[config.mk]
export PLATFORM = sky130hd
export DESIGN_NAME = cache_mem_arbiter_flat
export DESIGN_NICKNAME = d
export VERILOG_FILES = /design/src/rtl/cache_mem_arbiter_if.sv /design/src/rtl/cache_mem_arbiter.sv /design/src/flat_wrapper.sv
export SDC_FILE = /design/constraint.sdc
export NUM_CORES = 1
export LEC_CHECK = 0
export CORE_UTILIZATION = 40
export CTS_BUF_LIST = sky130_fd_sc_hd__clkbuf_8
export CTS_CLUSTER_DIAMETER = 40
export DETAILED_ROUTE_END_ITERATION = 7
export PLACE_DENSITY = 0.77
export SYNTH_ARGS = -nofsm -noshare
export SYNTH_HDL_FRONTEND = slang
export SYNTH_SLANG_ARGS = --single-unit
[constraint.sdc]
create_clock -name clk -period 2.9 [get_ports clk]
set_clock_uncertainty 0.15 [all_clocks]
set_input_delay 0.87 -clock clk [delete_from_list [all_inputs] [get_ports clk]]
set_output_delay 0.87 -clock clk [all_outputs]
set_load 0.005 [all_outputs]
[src/rtl/cache_mem_arbiter_if.sv]
// Bundle between the I/D-cache fill FSMs, the arbiter and single-ported main memory.
// slave = arbiter view; master = cache/memory environment view.
interface cache_mem_arbiter_if #(
  parameter int ADDR_W = 16,
  parameter int DATA_W = 16
);
  logic              i_req;
  logic [ADDR_W-1:0] i_addr;
  logic              i_grant;
  logic              i_data_valid;
  logic              i_fill_done;
  logic              d_req;
  logic [ADDR_W-1:0] d_addr;
  logic              d_wr;
  logic [ADDR_W-1:0] d_wr_addr;
  logic [DATA_W-1:0] d_wr_data;
  logic              d_grant;
  logic              d_data_valid;
  logic              d_fill_done;
  logic              d_wr_ack;
  logic [DATA_W-1:0] rd_data;
  logic              mem_en;
  logic              mem_wr;
  logic [ADDR_W-1:0] mem_addr;
  logic [DATA_W-1:0] mem_wdata;
  logic [DATA_W-1:0] mem_rdata;
  logic              mem_valid;

  modport slave (
    input  i_req, i_addr, d_req, d_addr, d_wr, d_wr_addr, d_wr_data, mem_rdata, mem_valid,
    output i_grant, i_data_valid, i_fill_done, d_grant, d_data_valid, d_fill_done,
           d_wr_ack, rd_data, mem_en, mem_wr, mem_addr, mem_wdata
  );

  modport master (
    output i_req, i_addr, d_req, d_addr, d_wr, d_wr_addr, d_wr_data, mem_rdata, mem_valid,
    input  i_grant, i_data_valid, i_fill_done, d_grant, d_data_valid, d_fill_done,
           d_wr_ack, rd_data, mem_en, mem_wr, mem_addr, mem_wdata
  );
endinterface

[src/rtl/cache_mem_arbiter.sv]
// Arbitrates I/D line fills and D write-through stores onto one memory port (ARB_RR_EN: round-robin fills).
// Latency: grant/first read 1 cycle after request sampled; data_valid/done combinational from mem_valid.
// Backpressure: requests are levels held until served; losers and stores wait in IDLE, no data is dropped.
module cache_mem_arbiter #(
  parameter int ADDR_W = 16,
  parameter int DATA_W = 16,
  parameter int WORDS  = 8
) (
  input logic             clk,
  input logic             rst_n,
  cache_mem_arbiter_if.slave bus
);

  localparam int              CW        = $clog2(WORDS) + 1;
  localparam logic [ADDR_W-1:0] LINE_MASK = ~ADDR_W'(2 * WORDS - 1);
  localparam logic [CW-1:0]   CNT_FULL  = CW'(WORDS);
  localparam logic [CW-1:0]   CNT_LAST  = CW'(WORDS - 1);

  typedef enum logic [1:0] {IDLE, WRITE, FILL} state_t;

  state_t            state_q, state_d;
  logic              owner_d_q;
  logic              pick_d;
  logic              issue;
  logic [ADDR_W-1:0] base_q;
  logic [ADDR_W-1:0] wr_addr_q;
  logic [DATA_W-1:0] wr_data_q;
  logic [CW-1:0]     iss_cnt_q;
  logic [CW-1:0]     ret_cnt_q;

`ifdef ARB_RR_EN
  // Set when the previous fill went to the D-cache; reset value favours D first.
  logic last_fill_d_q;
  always_comb pick_d = bus.d_req && !(bus.i_req && last_fill_d_q);
`else
  always_comb pick_d = bus.d_req;
`endif

  assign bus.rd_data = bus.mem_rdata;

  always_ff @(posedge clk or negedge rst_n) begin
    if (!rst_n) state_q <= IDLE;
    else        state_q <= state_d;
  end

  always_comb begin
    state_d          = state_q;
    issue            = 1'b0;
    bus.i_grant      = 1'b0;
    bus.i_data_valid = 1'b0;
    bus.i_fill_done  = 1'b0;
    bus.d_grant      = 1'b0;
    bus.d_data_valid = 1'b0;
    bus.d_fill_done  = 1'b0;
    bus.d_wr_ack     = 1'b0;
    bus.mem_en       = 1'b0;
    bus.mem_wr       = 1'b0;
    bus.mem_addr     = '0;
    bus.mem_wdata    = '0;
    case (state_q)
      IDLE: begin
        if (bus.d_wr)                    state_d = WRITE;
        else if (bus.d_req || bus.i_req) state_d = FILL;
      end
      WRITE: begin
        bus.mem_en    = 1'b1;
        bus.mem_wr    = 1'b1;
        bus.mem_addr  = wr_addr_q;
        bus.mem_wdata = wr_data_q;
        bus.d_wr_ack  = 1'b1;
        state_d       = IDLE;
      end
      FILL: begin
        bus.i_grant = !owner_d_q;
        bus.d_grant = owner_d_q;
        issue       = (iss_cnt_q != CNT_FULL);
        if (issue) begin
          bus.mem_en   = 1'b1;
          bus.mem_addr = base_q + (ADDR_W'(iss_cnt_q) << 1);
        end
        if (bus.mem_valid) begin
          bus.i_data_valid = !owner_d_q;
          bus.d_data_valid = owner_d_q;
          if (ret_cnt_q == CNT_LAST) begin
            bus.i_fill_done = !owner_d_q;
            bus.d_fill_done = owner_d_q;
            state_d         = IDLE;
          end
        end
      end
      default: state_d = IDLE;
    endcase
  end

  // Store operands are captured so the write cycle does not depend on the requester holding them.
  always_ff @(posedge clk or negedge rst_n) begin
    if (!rst_n) begin
      owner_d_q     <= 1'b0;
      base_q        <= '0;
      wr_addr_q     <= '0;
      wr_data_q     <= '0;
      iss_cnt_q     <= '0;
      ret_cnt_q     <= '0;
`ifdef ARB_RR_EN
      last_fill_d_q <= 1'b0;
`endif
    end else begin
      case (state_q)
        IDLE: begin
          iss_cnt_q <= '0;
          ret_cnt_q <= '0;
          if (state_d == WRITE) begin
            wr_addr_q <= bus.d_wr_addr;
            wr_data_q <= bus.d_wr_data;
          end else if (state_d == FILL) begin
            owner_d_q     <= pick_d;
            base_q        <= (pick_d ? bus.d_addr : bus.i_addr) & LINE_MASK;
`ifdef ARB_RR_EN
            last_fill_d_q <= pick_d;
`endif
          end
        end
        FILL: begin
          if (issue)         iss_cnt_q <= iss_cnt_q + CW'(1);
          if (bus.mem_valid) ret_cnt_q <= ret_cnt_q + CW'(1);
        end
        default: ;
      endcase
    end
  end

endmodule

[src/flat_wrapper.sv]
// flat-port wrapper written by rule: the top's interface ports become plain ports
module cache_mem_arbiter_flat 
#(
  parameter int ADDR_W = 16,
  parameter int DATA_W = 16,
  parameter int WORDS  = 8
)
  (clk, rst_n, bus_i_req, bus_i_addr, bus_d_req, bus_d_addr, bus_d_wr, bus_d_wr_addr, bus_d_wr_data, bus_mem_rdata, bus_mem_valid, bus_i_grant, bus_i_data_valid, bus_i_fill_done, bus_d_grant, bus_d_data_valid, bus_d_fill_done, bus_d_wr_ack, bus_rd_data, bus_mem_en, bus_mem_wr, bus_mem_addr, bus_mem_wdata);
  cache_mem_arbiter_if #(.ADDR_W(ADDR_W), .DATA_W(DATA_W)) bus_i ();
  input logic clk;
  input logic rst_n;
  input wire logic [$bits(bus_i.i_req)-1:0] bus_i_req;
  input wire logic [$bits(bus_i.i_addr)-1:0] bus_i_addr;
  input wire logic [$bits(bus_i.d_req)-1:0] bus_d_req;
  input wire logic [$bits(bus_i.d_addr)-1:0] bus_d_addr;
  input wire logic [$bits(bus_i.d_wr)-1:0] bus_d_wr;
  input wire logic [$bits(bus_i.d_wr_addr)-1:0] bus_d_wr_addr;
  input wire logic [$bits(bus_i.d_wr_data)-1:0] bus_d_wr_data;
  input wire logic [$bits(bus_i.mem_rdata)-1:0] bus_mem_rdata;
  input wire logic [$bits(bus_i.mem_valid)-1:0] bus_mem_valid;
  output wire logic [$bits(bus_i.i_grant)-1:0] bus_i_grant;
  output wire logic [$bits(bus_i.i_data_valid)-1:0] bus_i_data_valid;
  output wire logic [$bits(bus_i.i_fill_done)-1:0] bus_i_fill_done;
  output wire logic [$bits(bus_i.d_grant)-1:0] bus_d_grant;
  output wire logic [$bits(bus_i.d_data_valid)-1:0] bus_d_data_valid;
  output wire logic [$bits(bus_i.d_fill_done)-1:0] bus_d_fill_done;
  output wire logic [$bits(bus_i.d_wr_ack)-1:0] bus_d_wr_ack;
  output wire logic [$bits(bus_i.rd_data)-1:0] bus_rd_data;
  output wire logic [$bits(bus_i.mem_en)-1:0] bus_mem_en;
  output wire logic [$bits(bus_i.mem_wr)-1:0] bus_mem_wr;
  output wire logic [$bits(bus_i.mem_addr)-1:0] bus_mem_addr;
  output wire logic [$bits(bus_i.mem_wdata)-1:0] bus_mem_wdata;
  assign bus_i.i_req = bus_i_req;
  assign bus_i.i_addr = bus_i_addr;
  assign bus_i.d_req = bus_d_req;
  assign bus_i.d_addr = bus_d_addr;
  assign bus_i.d_wr = bus_d_wr;
  assign bus_i.d_wr_addr = bus_d_wr_addr;
  assign bus_i.d_wr_data = bus_d_wr_data;
  assign bus_i.mem_rdata = bus_mem_rdata;
  assign bus_i.mem_valid = bus_mem_valid;
  assign bus_i_grant = bus_i.i_grant;
  assign bus_i_data_valid = bus_i.i_data_valid;
  assign bus_i_fill_done = bus_i.i_fill_done;
  assign bus_d_grant = bus_i.d_grant;
  assign bus_d_data_valid = bus_i.d_data_valid;
  assign bus_d_fill_done = bus_i.d_fill_done;
  assign bus_d_wr_ack = bus_i.d_wr_ack;
  assign bus_rd_data = bus_i.rd_data;
  assign bus_mem_en = bus_i.mem_en;
  assign bus_mem_wr = bus_i.mem_wr;
  assign bus_mem_addr = bus_i.mem_addr;
  assign bus_mem_wdata = bus_i.mem_wdata;
  cache_mem_arbiter #(.ADDR_W(ADDR_W), .DATA_W(DATA_W), .WORDS(WORDS)) u_core (.clk(clk), .rst_n(rst_n), .bus(bus_i));
endmodule
==> results of run 1 <==
## layout by cell type, fill, tap and decap left out, types with 6 or more instances in the layout
| master | netlist | routed |
|---|---|---|
| xnor2_1 | 7 | 7 |
| buf_4 | 18 | 30 |
| buf_2 | 1 | 10 |
| mux2_2 | 24 | 24 |
| clkbuf_8 | 0 | 6 |
| nand3_1 | 8 | 6 |
| mux2_4 | 30 | 30 |
| clkdlybuf4s50_1 | 0 | 65 |
| dfrtp_1 | 55 | 54 |
| dlymetal6s2s_1 | 0 | 8 |
| nor2b_1 | 12 | 11 |
| and2_1 | 20 | 19 |
| o21ai_0 | 14 | 9 |
| dlygate4sd2_1 | 0 | 9 |
| nand2_1 | 21 | 20 |
| clkbuf_2 | 0 | 6 |
## worst paths after layout
check                                          from                   to  slack (ns)  depth (start not counted)
worst max-delay path              u_core.state_q[0]     bus_mem_addr[15]        0.02                          6
worst min-delay path            u_core.wr_data_q[8]  u_core.wr_data_q[8]        0.36                          1
worst max register to register    u_core.state_q[0]  u_core.wr_data_q[7]        0.69                          9
worst min register to register  u_core.wr_data_q[8]  u_core.wr_data_q[8]        0.36                          1
max in group asynchronous                     rst_n  u_core.wr_addr_q[6]        1.60                          2
min in group asynchronous                     rst_n  u_core.wr_data_q[2]        0.42                          1
## flip-flops by register name, indices dropped and copies added (netlist names)
signal            count
u_core.wr_data_q     16
u_core.owner_d_q      1
u_core.state_q        2
u_core.base_q        12
u_core.iss_cnt_q      4
u_core.wr_addr_q     16
u_core.ret_cnt_q      4
## area by class of cell
cell class                 count  area [um^2]
fill                         650         2988
inverter                       4        15.01
timing repair buffer         145         1399
sequential                    55         1378
clock inverter                 2        35.03
clock buffer                   6        82.58
tap                          102        127.6
multi-input combinational    192         1823
## power by group through the flow
stage	registers [mW]	clock network (mW)	logic, mW
2_1_floorplan	1.33	0	1.52
3_3_place_gp	1.37	0	2.43
3_5_place_dp	1.39	0	2.49
4_1_cts	1.39	0.537	2.62
5_1_grt	1.44	0.561	3.00
6_report	1.40	0.525	2.76
## routing by layer
metal	up-vias	routed length, um	share of wire, %
met4	0	57	0.73
met5	-	0	0
met2	82	3790	49
li1	1202	-	-
met1	1205	3563	46
met3	12	368	4.7
## stage by stage
step                      power, mW  setup WS [ns]  setup TNS, ns  hold slack, ns
after CTS                     4.550        -0.1239        -0.1474          0.3572
after detailed placement      3.873        -0.3438         -1.297          0.3351
after global placement        3.800        -0.3028         -1.086          0.3294
after floorplan               2.850         0.2432              0          0.3212
final                         4.682        0.01871              0          0.3559
after global routing          5.004       -0.08324        -0.2022          0.3710
## kinds of logic after synthesis
group | count (synthesis) | share of synthesized area [%]
and+or+nand+nor | 79 | 13.86
muxes | 58 | 23.30
DFF | 55 | 41.87
buffers and inverters | 35 | 7.004
AOI/OAI and AO/OA | 34 | 7.461
xor gates and xnor gates | 13 | 3.464
adders and majority gates | 8 | 3.045
## what timing repair did
item / CTS / global route
resized for setup: 85 / 38
setup buffers: 5 / 8
gates cloned: 1 / 1
pin swaps: 9 / 17
setup endpoints to repair: 39 / 24
==> impl_metrics.ini, run 1 <==
[outcome]
status = finished, final reports clean

[synthesis]
syn_area_um2 = 3287
synth.distinct_cells = 40
synth_cells = 282
yosysMostFrequentCell = dfrtp_1
synth-seq-cells = 55
yosys-top-cells-area = dfrtp_1 (42%), mux2_4 (14%), mux2_2 (8.2%), buf_4 (4.1%), and2_1 (3.8%)
synthTopCellsByCount = dfrtp_1 (55), mux2_4 (30), mux2_2 (24), nand2_1 (21), and2_1 (20)
synth.avg_cell_area_um2 = 11.66
synth_edf_count = 0
seq_area_frac_synth_pct = 41.87
synthFlopType = dfrtp_1
synth_top_area_share_pct = 41.87
synth_nets = 376
yosysTopAreaCell = dfrtp_1
synthArstFlopShare_pct = 100.0
yosysWarnings = 0

[power]
powerDensity_nw_per_um2 = 963.4
p_clk_share_pct = 11.2
p_seq_share_pct = 29.9
switching_share_pct = 33.66
leakagePower_nw = 2.279
p_comb_share_pct = 58.9
peakVddDrop_uv = 347.3
power.internal_mw = 3.106
netSwitchingPower_mw = 1.576

[critical_path]
slowest_delay_ns = 0.49
cp.buffers_inverters = 2
path_max_fanout = 2
worstPathArrival_ns = 1.86
crit_path_start_kind = flip-flop
critical_path_class = reg -> out
critical_path.cell_chain = inv_2, ha_4, o211ai_1, or4_1, nand3_1, buf_2
worstPathRequired_ns = 1.88
critPathTopFamily = simple AND/OR/NAND/NOR gates
critPathSlowestCell = or4_1
crit_path_end_kind = output port

[finish]
nets = 497
area_growth_syn_to_layout_pct = 47.85
final_area_um2 = 4860
stdcell_count = 506
fin_util_pct = 61.93
antennaDiodeCount = 0
drive_above_1_share_pct = 37.13

[timing]
finalHoldViolations = 0
post-route-min-period_ns = 2.881
slew_headroom_pct = 52.76
fmax_mhz = 347.1
tightest_slew_ns = 0.7069
rsz0062_at_grt = yes
finalSetupViolations = 0
period_share_pct = 99.35
slew_violations = 0

[global_routing]
antenna_found_initial = 0
grt_use_met2_pct = 31.98
top_usage_layer = met2
grt_pass1_vias = 2600
use_met1_pct = 24.84
grt_max_degree = 32
grtUsageMet3_pct = 2.381
grt.overflow.total = 0
grt_pass1_wl_mm = 12.60
grt.total_usage_pct = 18.50

[clock_tree]
clk_latency_ns = 0.31
clk_path_buf_depth = 2
cts_buffers = 5
htree_levels = 2
path_clk_slew_ns = 0.10
cts_sinks = 55
cts_root_buffer = clkbuf_8
hold_buffers = 0
tritoncts = done

[worst_hold_path]
hold_class = reg -> reg

[routing]
drt_first_pass_iters = 4
antenna_left = 0
drc = 0
vias_per_cell = 4.943
drt_iter0_drc = 60
totalWireLength_mm = 7.779
routedWlPerCell_um = 15.37
route.vias.total = 2501

[placed_design]
dp_hpwl_mm = 5.521
dpl_cell_area_um2 = 4483
placed_cells = 483
port_buffers = 102
globalplace.congestion = 0.7986

[die]
core_um2 = 7848
rows = 32
start_util_pct = 41.88
dieArea_um2 = 8584
die-width_um = 92.65
die_h_um = 92.65
io_pins = 143

[job]
max-cap-violations = 0
Note: power is estimated with default switching activity, not from simulation.
==> inputs of run 2 (changes only) <==
ABC_CLOCK_PERIOD_IN_PS = 2900   (was unset)
==> results of run 2 <==
Final layout, timing and power as in run 1 (identical DEF).
==> variant: new RTL, config.mk and constraints of run 1 <==
`WORDS` is set to 8 in 2 places; all go to 4.
--- a/src/rtl/cache_mem_arbiter.sv
+++ b/src/rtl/cache_mem_arbiter.sv
@@ -4,7 +4,7 @@
 module cache_mem_arbiter #(
   parameter int ADDR_W = 16,
   parameter int DATA_W = 16,
-  parameter int WORDS  = 8
+  parameter int WORDS  = 4
 ) (
   input logic             clk,
   input logic             rst_n,
--- a/src/flat_wrapper.sv
+++ b/src/flat_wrapper.sv
@@ -3,7 +3,7 @@
 #(
   parameter int ADDR_W = 16,
   parameter int DATA_W = 16,
-  parameter int WORDS  = 8
+  parameter int WORDS  = 4
 )
   (clk, rst_n, bus_i_req, bus_i_addr, bus_d_req, bus_d_addr, bus_d_wr, bus_d_wr_addr, bus_d_wr_data, bus_mem_rdata, bus_mem_valid, bus_i_grant, bus_i_data_valid, bus_i_fill_done, bus_d_grant, bus_d_data_valid, bus_d_fill_done, bus_d_wr_ack, bus_rd_data, bus_mem_en, bus_mem_wr, bus_mem_addr, bus_mem_wdata);
   cache_mem_arbiter_if #(.ADDR_W(ADDR_W), .DATA_W(DATA_W)) bus_i ();
Check against the original RTL: not equivalent (a bounded check fails within 4 cycles, from zero or initial values and one cycle with rst_n low).
==> variant against run 1 <==
- global-route usage shrank 0.45 points
- sequential cell count shrank 1
- hold slack worse by 0.063 ns
- wire length shrank 5.3%
- setup slack got worse by 0.0064 ns
- synthesized cell count is 1.4% lower
- power shrank 8.1%
- design area decreased by 3.4%
- critical path depth unchanged
- area after synthesis is 2.1% lower
- critical path type unchanged
==> variant: results (changes against run 1) <==
| Metric | Value |
|---|---|
| Status | `completed (unchanged)` |
| R2R setup slack | `0.62 ns (was 0.69 ns)` |
| Synth Instances | `278 (was 282)` |
| CP max FO | `15 (was 2)` |
| Post-synth top cells | `dfrtp_1, mux2_4, mux2_2, nand2_1, and2_1 (unchanged)` |
| Internal power | `2.91 mW (was 3.11 mW)` |
| Detailed Route WL | `7370 um (was 7780 um)` |
| Largest delay contributor family on the critical path | `buffers and inverters (was simple AND/OR/NAND/NOR gates)` |
| Vias in the first global route | `2502 (was 2600)` |
| Nets | `488 (was 497)` |
| Peak VDD IR | `395 uV (was 347 uV)` |
| Final Instance Count excl. Fillers | `496 (was 506)` |
| First-pass GRT wire length | `12100 um (was 12600 um)` |
| Biggest registers after layout | `u_core.wr_addr_q: 16 flops, u_core.wr_data_q: 16 flops, u_core.base_q: 13 flops (was u_core.wr_addr_q: 16 flops, u_core.wr_data_q: 16 flops, u_core.base_q: 12 flops)` |
| Met2 wire len | `3500 um (was 3790 um)` |
| Reg-to-reg endpoint | `u_core.wr_data_q[0] (was u_core.wr_data_q[7])` |
| IO buf count | `104 (was 102)` |
| # placed instances | `475 (was 483)` |
| Hold Crit Class | `in -> async (was reg -> reg)` |
| CP max-delay cell | `dfrtp_1 (was or4_1)` |
| PwrDens | `917 nW/um2 (was 963 nW/um2)` |
| Worst Setup EP | `bus_mem_addr[3] (was bus_mem_addr[15])` |
| Tmin final | `2.89 ns (was 2.88 ns)` |
| Sequential element share of the synthesized area | `42.0% (was 41.9%)` |
| GP Congestion | `0.818 (was 0.799)` |
| R2r startpoint | `u_core.ret_cnt_q[0] (was u_core.state_q[0])` |
| Metal-1 WL | `3320 um (was 3560 um)` |
| Drt via density | `4.91 (was 4.94)` |
| Dominant cells by area after synthesis | `dfrtp_1, mux2_4, mux2_2 (unchanged)` |
| R2R cell count | `8 (was 9)` |
| Dpl ws | `-0.240 ns (was -0.344 ns)` |
| Grt met2 use | `29.7% (was 32.0%)` |
| Critical Path Max Stage Delay | `0.41 ns (was 0.49 ns)` |
| Global Route met1 Usage | `23.6% (was 24.8%)` |
| Leak Pwr | `2.12 nW (was 2.28 nW)` |
| DRT iter0 DRCs | `59 (was 60)` |
| Largest net degree at the start of global routing | `25 (was 32)` |
| Net Count, Synth | `373 (was 376)` |
| Sequential Power Share | `32.3% (was 29.9%)` |
variant: cell types whose count changed in the layout (fill, tap and decap cells not counted), moves of 4 or more:
cell / change
mux2_2: +4
mux2_1: -4
buf_2: -9
nor2b_1: -7
clkdlybuf4s50_1: +17
a22oi_2: -5
nor2_1: +5
dlymetal6s2s_1: -5
variant: cell type report:
type                            count  area, um2  area share [%]
Multi-Input combinational cell    188       1740            37.1
Sequential cell                    54       1350            28.8
Timing Repair Buffer              138       1310            27.8
Tap cell                          102        128            2.72
Clock buffer                        6       82.6            1.76
Clock inverter                      2       60.1            1.28
Inverter                            6       22.5           0.480
variant: repair_timing:
action | in CTS | in global routing
gates resized for setup | 41 | 28
setup endpoints to repair | 21 | 32
buffers inserted | 6 | 7
hold buffers | 0 | 0
pin swaps | 4 | 8
variant: stage by stage:
step / cell area (um2) / TNS [ns] / hold slack [ns]
floorplan: 3220 / 0 / 0.318
global placement: 4360 / -0.722 / 0.331
detailed placement: 4360 / -0.935 / 0.335
CTS: 4590 / -0.409 / 0.295
global route: 4690 / -0.830 / 0.302
finish: 4690 / 0 / 0.293
variant: kinds of logic after synthesis:
logic type                 count (synthesis)  synth area share [%]
DFF                                       54                  42.0
xor gates and xnor gates                  12                  3.26
AOI/OAI and AO/OA                         28                  6.10
buffers and inverters                     36                  7.54
muxes                                     60                  24.4
and+or+nand+nor                           79                  13.2
adders and majority gates                  9                  3.50
variant: worst reg2reg max path, cell delays in order, from the launching register on:
cell and delay, ns:
dfrtp_1 0.42, ha_1 0.21, ha_1 0.20, nand2_2 0.09, buf_4 0.13, nand3_1 0.13
a31oi_4 0.26, buf_12 0.24, mux2_4 0.33
